$ cat src/rtl/combination_lock_param_fsm.sv
// Rotary combination lock: N digits entered with alternating turn
// directions, Center to open, failed-attempt counter with timed lockout.
// Ports: Clk, South (async reset), Right/Left (turn levels), Count (dial
//   position), Center (raw button) -> state, Locked, Lockout, FailCount.
module combination_lock_param_fsm #(
  parameter int NUM_DIGITS = 3,
  parameter int POS_W = 5,
  parameter logic [NUM_DIGITS*POS_W-1:0] COMBO = 15'h34F5,
  parameter int MAX_FAILS = 3,
  parameter int LOCKOUT_CYCLES = 16,
  localparam int STATE_W = $clog2(NUM_DIGITS+4),
  localparam int FAIL_W = $clog2(MAX_FAILS+1),
  localparam int TMR_W = $clog2(LOCKOUT_CYCLES+1)
) (
  input  logic               Clk,
  input  logic               South,
  input  logic               Right,
  input  logic               Left,
  input  logic [POS_W-1:0]   Count,
  input  logic               Center,
  output logic [STATE_W-1:0] state,
  output logic               Locked,
  output logic               Lockout,
  output logic [FAIL_W-1:0]  FailCount
);

  typedef logic [STATE_W-1:0] state_t;

  localparam state_t S_IDLE = state_t'(0);
  localparam state_t S_OPEN = state_t'(NUM_DIGITS+1);
  localparam state_t S_FAIL = state_t'(NUM_DIGITS+2);
  localparam state_t S_LOCK = state_t'(NUM_DIGITS+3);
  localparam logic [FAIL_W-1:0] FAIL_MAX = FAIL_W'(MAX_FAILS);
  localparam logic [TMR_W-1:0] TMR_LOAD = TMR_W'(LOCKOUT_CYCLES-1);

  state_t            state_q;
  state_t            state_n;
  logic [FAIL_W-1:0] fail_q;
  logic [FAIL_W-1:0] fail_n;
  logic [TMR_W-1:0]  tmr_q;
  logic [TMR_W-1:0]  tmr_n;
  logic              center_q;

  logic              cen_rise;
  logic              rgt;
  logic              lft;
  logic              opp;
  logic              hit;
  logic              in_dig;
  logic              even;
  logic              last;
  logic              go_fail;
  logic [POS_W-1:0]  digit;

  assign cen_rise = Center & ~center_q;
  // Both directions at once is a decoder glitch: treat as no turn.
  assign rgt = Right & ~Left;
  assign lft = Left & ~Right;

  always_ff @(posedge Clk or posedge South) begin
    if (South) begin
      state_q  <= S_IDLE;
      fail_q   <= '0;
      tmr_q    <= '0;
      center_q <= 1'b0;
    end else begin
      state_q  <= state_n;
      fail_q   <= fail_n;
      tmr_q    <= tmr_n;
      center_q <= Center;
    end
  end

  always_comb begin
    state_n = state_q;
    fail_n  = fail_q;
    tmr_n   = tmr_q;
    go_fail = 1'b0;
    in_dig  = 1'b0;
    even    = 1'b0;
    last    = 1'b0;
    digit   = '0;

    for (int i = 0; i < NUM_DIGITS; i++) begin
      if (state_q == state_t'(i+1)) begin
        in_dig = 1'b1;
        even   = (i % 2) == 0;
        last   = (i == NUM_DIGITS-1);
        digit  = COMBO[POS_W*i +: POS_W];
      end
    end

    // Digit i is dialled turning Right (even) / Left (odd); the
    // opposite turn commits it.
    opp = even ? lft : rgt;
    hit = (Count == digit);

    case (state_q)
      S_IDLE: begin
        if (rgt) state_n = S_IDLE + state_t'(1);
      end
      S_OPEN: begin
        if (cen_rise) state_n = S_IDLE;
      end
      S_FAIL: begin
        if (fail_q == FAIL_MAX) begin
          state_n = S_LOCK;
          tmr_n   = TMR_LOAD;
        end else begin
          state_n = S_IDLE;
        end
      end
      S_LOCK: begin
        if (tmr_q == '0) begin
          state_n = S_IDLE;
          fail_n  = '0;
        end else begin
          tmr_n = tmr_q - TMR_W'(1);
        end
      end
      default: begin
        if (!in_dig) begin
          state_n = S_IDLE;
        end else if (last) begin
          if (cen_rise) begin
            if (hit) begin
              state_n = S_OPEN;
              fail_n  = '0;
            end else begin
              go_fail = 1'b1;
            end
          end else if (opp) begin
            go_fail = 1'b1;
          end
        end else if (opp) begin
          if (hit) state_n = state_q + state_t'(1);
          else go_fail = 1'b1;
        end else if (cen_rise) begin
          go_fail = 1'b1;
        end
      end
    endcase

    if (go_fail) begin
      state_n = S_FAIL;
      if (fail_q != FAIL_MAX) fail_n = fail_q + FAIL_W'(1);
    end
  end

  assign state     = state_q;
  assign Locked    = (state_q != S_OPEN);
  assign Lockout   = (state_q == S_LOCK);
  assign FailCount = fail_q;

endmodule

$ cat config.mk
export PLATFORM = sky130hd
export DESIGN_NAME = combination_lock_param_fsm
export DESIGN_NICKNAME = d
export VERILOG_FILES = /design/src/rtl/combination_lock_param_fsm.sv
export SDC_FILE = /design/constraint.sdc
export NUM_CORES = 1
export LEC_CHECK = 0
export CORE_AREA = 2 2 45 51
export CTS_CLUSTER_DIAMETER = 200
export CTS_CLUSTER_SIZE = 30
export DETAILED_ROUTE_END_ITERATION = 16
export DIE_AREA = 0 0 47 53
export MAX_ROUTING_LAYER = met4
export PLACE_DENSITY = 0.71
export SKIP_CTS_REPAIR_TIMING = 1
export SLEW_MARGIN = 15
export SYNTH_ARGS = -nofsm -noshare
export SYNTH_HDL_FRONTEND = slang
export SYNTH_SLANG_ARGS = --single-unit
export TNS_END_PERCENT = 1
$ cat constraint.sdc
create_clock -name Clk -period 2.4 [get_ports Clk]
set_input_delay 0.24 -clock Clk [delete_from_list [all_inputs] [get_ports Clk]]
set_output_delay 0.24 -clock Clk [all_outputs]
set_load 0.03 [all_outputs]
* Word level (Yosys, flattened, before mapping)
Cells that the tools add are included.
Operators by class: eq/ne operators 18, reduce and logical (&&, ||, !) cells 7, add/sub/neg operators 3, bitwise operators 6, multiplexer cells 41
Operators with widths (count):
- $mux W3 | 11
- $mux W5 | 5
- $mux W1 | 15
- $mux W2 | 7
- $pmux W3 S4 | 1
- $pmux W5 S2 | 1
- $eq A3 B3 Y1 const B | 3
- $ne A3 B3 Y1 const B | 3
- $ne A8 B3 Y1 const B | 1
- $ne A7 B3 Y1 const B | 1
- $ne A7 B4 Y1 const B | 1
- $eq A3 B2 Y1 const B | 2
- $ne A2 B2 Y1 const B | 3
- $reduce_and A6 Y1 | 1
- $eq A5 B5 Y1 | 1
- $logic_not A5 Y1 | 1
- $sub A5 B1 Y5 const B | 1
- $pmux W2 S2 | 1
- $reduce_or A4 Y1 | 1
- $add A3 B1 Y3 const B | 1
- $and A1 B1 Y1 | 3
- $eq A3 B1 Y1 const B | 1
- $logic_not A3 Y1 | 1
- $ne A3 B1 Y1 const B | 1
- other kinds (6) | 8
Storage, ports and cells: register bits 11, logic and storage cells 79, output and inout bits 7, input bits 10

* Logic depth before layout (Yosys ltp)
depth in word-level cells 12, gate-level depth with buffers 8

* Least setup slack after synthesis
OpenSTA, ideal clock, no wires.
path type flip-flop to flip-flop, start point register state_q[1] (netlist: state[1]), end point register fail_q[0] (netlist: FailCount[0]), library setup time 128 ps, setup slack 129 ps, cell stages (with the launch flop) 8, clock period less this slack 2271 ps, arrival time 2143 ps, path through dfrtp_1 -> inv_1 -> ha_1 -> nor3b_1 -> or3_4 -> a311o_1 -> a21o_1 -> mux2_1
On the way: longest elaborated chain between the ends 12, elaborated cells on any way between the ends 34, classes of those cells 7 x eq/ne; 24 x mux; 3 x reduce/logical
RTL lines:
- start: declaration | RTL line 36 | state_t state_q;
- start signal: assignment | RTL line 67 | state_q <= state_n;
- $eq A3 B1 Y1 | RTL line 85 | if (state_q == state_t'(i+1)) begin
- $mux W5 (3 in series) | RTL line 85
- $eq A5 B5 Y1 | RTL line 96 | hit = (Count == digit);
- $mux W2 | RTL line 126 | if (hit) begin
- $mux W2 | RTL line 125 | if (cen_rise) begin
- $mux W2 | RTL line 124 | end else if (last) begin
- $mux W2 | RTL line 122 | if (!in_dig) begin
- $pmux W2 S2 | RTL line 98 | case (state_q)
- $mux W2 | RTL line 146 | if (fail_q != FAIL_MAX) fail_n = fail_q + FAIL_W'(1);
- $mux W2 * | RTL line 144 | if (go_fail) begin
- via fail_n[0] | RTL line 39 | logic [FAIL_W-1:0] fail_n;
- end signal: assignment | RTL line 68 | fail_q <= fail_n;
- end: declaration | RTL line 38 | logic [FAIL_W-1:0] fail_q;
The timed path passes the listed nets; every way through them passes the cells marked *. A chain may end at the register's enable or synchronous reset.

* Worst setup path after layout
Same ends and word-level chain as after synthesis.

==> out/qor.log <==
[clocking] TritonCTS Sinks 11
[critical_path] path type of the worst setup path flop to flop
[critical_path] reg2reg path depth 7
[floorplan] placement row count 17
[clocking] cell at the root of the clock tree clkbuf_4
[power_and_ir_drop] cell-internal power 0.778 mW
[sta] shortest period the worst path allows 2.22 ns
[synthesis] number of enable flip-flop cells after synthesis 0
[sta] Slew Limit Fails 0
[flow_run] count of maximum capacitance violations 0
[sta] Final WS setup 0.182 ns
[grt] antenna violations before repair 0
[critical_path] highest net fanout along the worst path 6
[layout] antenna fix cells 0
[synthesis] fraction of the yosys area taken by sequential cells 0.288
[power_and_ir_drop] PnR Total Power 1.48 mW
[power_and_ir_drop] sw frac 0.474
[place] final weighted congestion in routability-driven placement 0.910
[routing] routed wire length 2250 um
[power_and_ir_drop] Reg power frac 0.242
[synthesis] dominant synthesized flop cell dfrtp_1
[floorplan] placeable core area 1960 um^2
[sta] max_slew headroom 0.735
[sta] final hold violations 0
[synthesis] Post-synth ARST share 1.00
[critical_path] launching element type of the critical path flop
[sta] clock tree skew after final layout 0.00242 ns
[critical_path] Worst EP arrival 2.37 ns
[synthesis] number of warnings printed during yosys synthesis 0
[place] DP Cell Count 160
[power_and_ir_drop] VDD IR max 0.730 mV
[critical_path] FF-to-FF End FailCount[0]$_DFF_PP0_
[synthesis] synthesized netlist cell count 115
[routing] post-DR vias/cell 5.49
[grt] via count of the first global-routing pass 856
[power_and_ir_drop] Leakage Power 0.539 nW
[synthesis] mean area per synthesized cell 8.30 um^2
[routing] drt first pass iters 4
[synthesis] area of the mapped netlist 955 um^2
[floorplan] area of the die 2490 um^2
[power_and_ir_drop] net switching power of the design 0.700 mW
[floorplan] Die H 53 um
[clocking] clock tree from TritonCTS yes
[sta] final cycle utilization of the critical path 0.924
[clocking] maximum clock insertion buffer count 2
[floorplan] number of placed I/O pins 17
[clocking] CTS clk-pin slew, worst paths 0.07 ns
[synthesis] count of unique library cells instantiated by Yosys 39
[place] worst slack, placed 0.138 ns
[critical_path] critical path capture point type flop
[critical_path] Data required, critical path 2.55 ns
[grt] global router's overall resource usage 0.212
[sta] # setup viols final 0
[critical_path] worst setup slack for register-to-register paths 0.18 ns
[routing] drt initial violations 15
[routing] vias 901
[sta] Least-Margin Pin Slew 0.394 ns
[synthesis] count of state elements after synthesis 11
[power_and_ir_drop] clock share of power 0.083
[routing] remaining antenna violation count after routing 0
[grt] final global-route overflow total 0
[sta] maximum achievable frequency 451 MHz
[clocking] number of levels the H-tree was split into 1
[grt] global-route wire length before repair 3710 um
[place] HPWL after detailed placement 1760 um
[routing] final routed wire length divided by cell count 13.7 um
[sta] unrepaired setup endpoints after global routing no
[power_and_ir_drop] power density of the placed cells 1230 nW/um^2
[layout] non-filler cells in the finished layout 164
[clocking] clock insertion delay at the later pin of the skew report 0.26 ns
[floorplan] initial core utilization 0.488
[layout] Post-layout nets 154
[routing] DRC violations left 0
[critical_path] reg-to-reg startpoint state[1]$_DFFE_PP0P_
[grt] maximum number of pins on one net before global-route repair 17
[hold_path] Hold WC Path Type input port to asynchronous set/reset pin
[floorplan] DIE WIDTH 47 um
[place] I/O Buffers 16
[layout] proportion of layout cells with a drive suffix above 1 0.0956
[clocking] TritonCTS Buffers 3
[layout] area growth from synthesis to layout 25.8%
[power_and_ir_drop] Gate power share 0.676
[synthesis] total nets after synthesis 132
[outcome] result of the run completed
flip-flops by register name, summed over array words and instances (netlist names):
name       cells
tmr_q          5
state          3
FailCount      2
center_q       1
power groups by stage:
stage / Clock (mW) / Combinational [mW] / Sequential (mW)
final: 0.122 / 0.998 / 0.357
after global routing: 0.133 / 1.11 / 0.369
after CTS: 0.124 / 0.994 / 0.357
after global placement: 0 / 0.978 / 0.351
after detailed placement: 0 / 0.990 / 0.360
after floorplan: 0 / 0.613 / 0.416
worst max path at each step:
stage / start / endpoint / slack (ns) / depth (start not counted)
floorplan: state[1]$_DFFE_PP0P_ / FailCount[0]$_DFF_PP0_ / 0.13 / 7
global placement: state[0]$_DFFE_PP0P_ / FailCount[0]$_DFF_PP0_ / 0.15 / 7
detailed placement: state[0]$_DFFE_PP0P_ / FailCount[0]$_DFF_PP0_ / 0.14 / 7
CTS: state[0]$_DFFE_PP0P_ / Lockout / -0.12 / 6
global route: state[0]$_DFFE_PP0P_ / FailCount[1]$_DFF_PP0_ / 0.07 / 7
finish: state[1]$_DFFE_PP0P_ / FailCount[0]$_DFF_PP0_ / 0.18 / 7
critical path: stages, from the launching register on:
cell and delay [ns]:
dfrtp_1 0.46, inv_1 0.11, ha_1 0.20, nor3b_1 0.13, or3_4 0.35, a311o_1 0.36
a21o_1 0.17, mux2_1 0.31
per-layer routing:
layer  GRT usage  vias to the layer above  part of all wire
met5           -                        -                 0
met4      0.0880                        0            0.0080
met3      0.0102                        2             0.044
met2       0.365                       21              0.53
met1       0.252                      421              0.42
li1            -                      457                 -
synthesized netlist by cell type, types with 2 or more instances:
cell type | n | area, um^2
o221ai_1 | 2 | 17.5
nor2b_1 | 2 | 12.5
o21ai_0 | 7 | 35.0
nor3_1 | 4 | 20.0
nor2_1 | 13 | 48.8
a221oi_1 | 2 | 17.5
mux2_1 | 2 | 22.5
inv_1 | 8 | 30.0
a22oi_1 | 2 | 15.0
o21bai_1 | 2 | 15.0
a21o_1 | 2 | 15.0
and3b_1 | 2 | 17.5
a21oi_1 | 6 | 30.0
ha_1 | 7 | 87.6
nor3b_1 | 2 | 15.0
xor2_1 | 2 | 17.5
o211ai_1 | 2 | 15.0
buf_2 | 5 | 25.0
nand2b_1 | 3 | 18.8
dfrtp_1 | 11 | 275
o22a_1 | 3 | 26.3
a31oi_1 | 2 | 12.5
nand2_1 | 7 | 26.3
nand3_1 | 2 | 10.0
cell families (layout without fill, tap and decap cells):
kind of cell	Yosys count	in the layout	synth area share
AND/OR/NAND/NOR	43	43	0.252
AO/OA/AOI/OAI	35	35	0.252
buffers and inverters	14	35	0.0655
flip-flops	11	11	0.288
adder cells (fa/ha/maj)	7	7	0.0917
XOR/XNOR	3	3	0.0275
multiplexers	2	2	0.0236
cells in the final DEF (no fill, tap or decap), drive strengths merged, types with 2 or more instances in the layout:
master	synthesis	final
clkdlybuf4s50	0	15
nor2	13	13
dfrtp	11	11
inv	8	8
nand2	7	7
o21ai	7	7
buf	6	7
ha	7	7
a21oi	6	6
nor3	4	4
clkbuf	0	4
nand2b	3	3
o22a	3	3
nor2b	3	3
nand3	2	2
and3b	2	2
o221ai	2	2
nor3b	2	2
o21bai	2	2
a22oi	2	2
a21o	2	2
o211ai	2	2
xor2	2	2
a221oi	2	2
mux2	2	2
a31oi	2	2
cell type report:
type	instances	area [um^2]
repair buffers	23	215
fillers	193	756
multi-input cells	90	619
inverters	8	30.0
flip-flops and latches	11	275
well taps	28	35.0
clock buffers	4	26.3
through the flow:
stage	instance area (um^2)	setup TNS [ns]	hold slack, ns	util
floorplan	955	0	0.0924	-
finish	1200	0	0.270	0.614
global route	1200	0	0.292	0.614
CTS	1200	-0.120	0.281	0.611
global placement	1170	0	0.526	0.598
detailed placement	1170	0	0.553	0.598
Note: power is estimated with default switching activity, not from simulation.
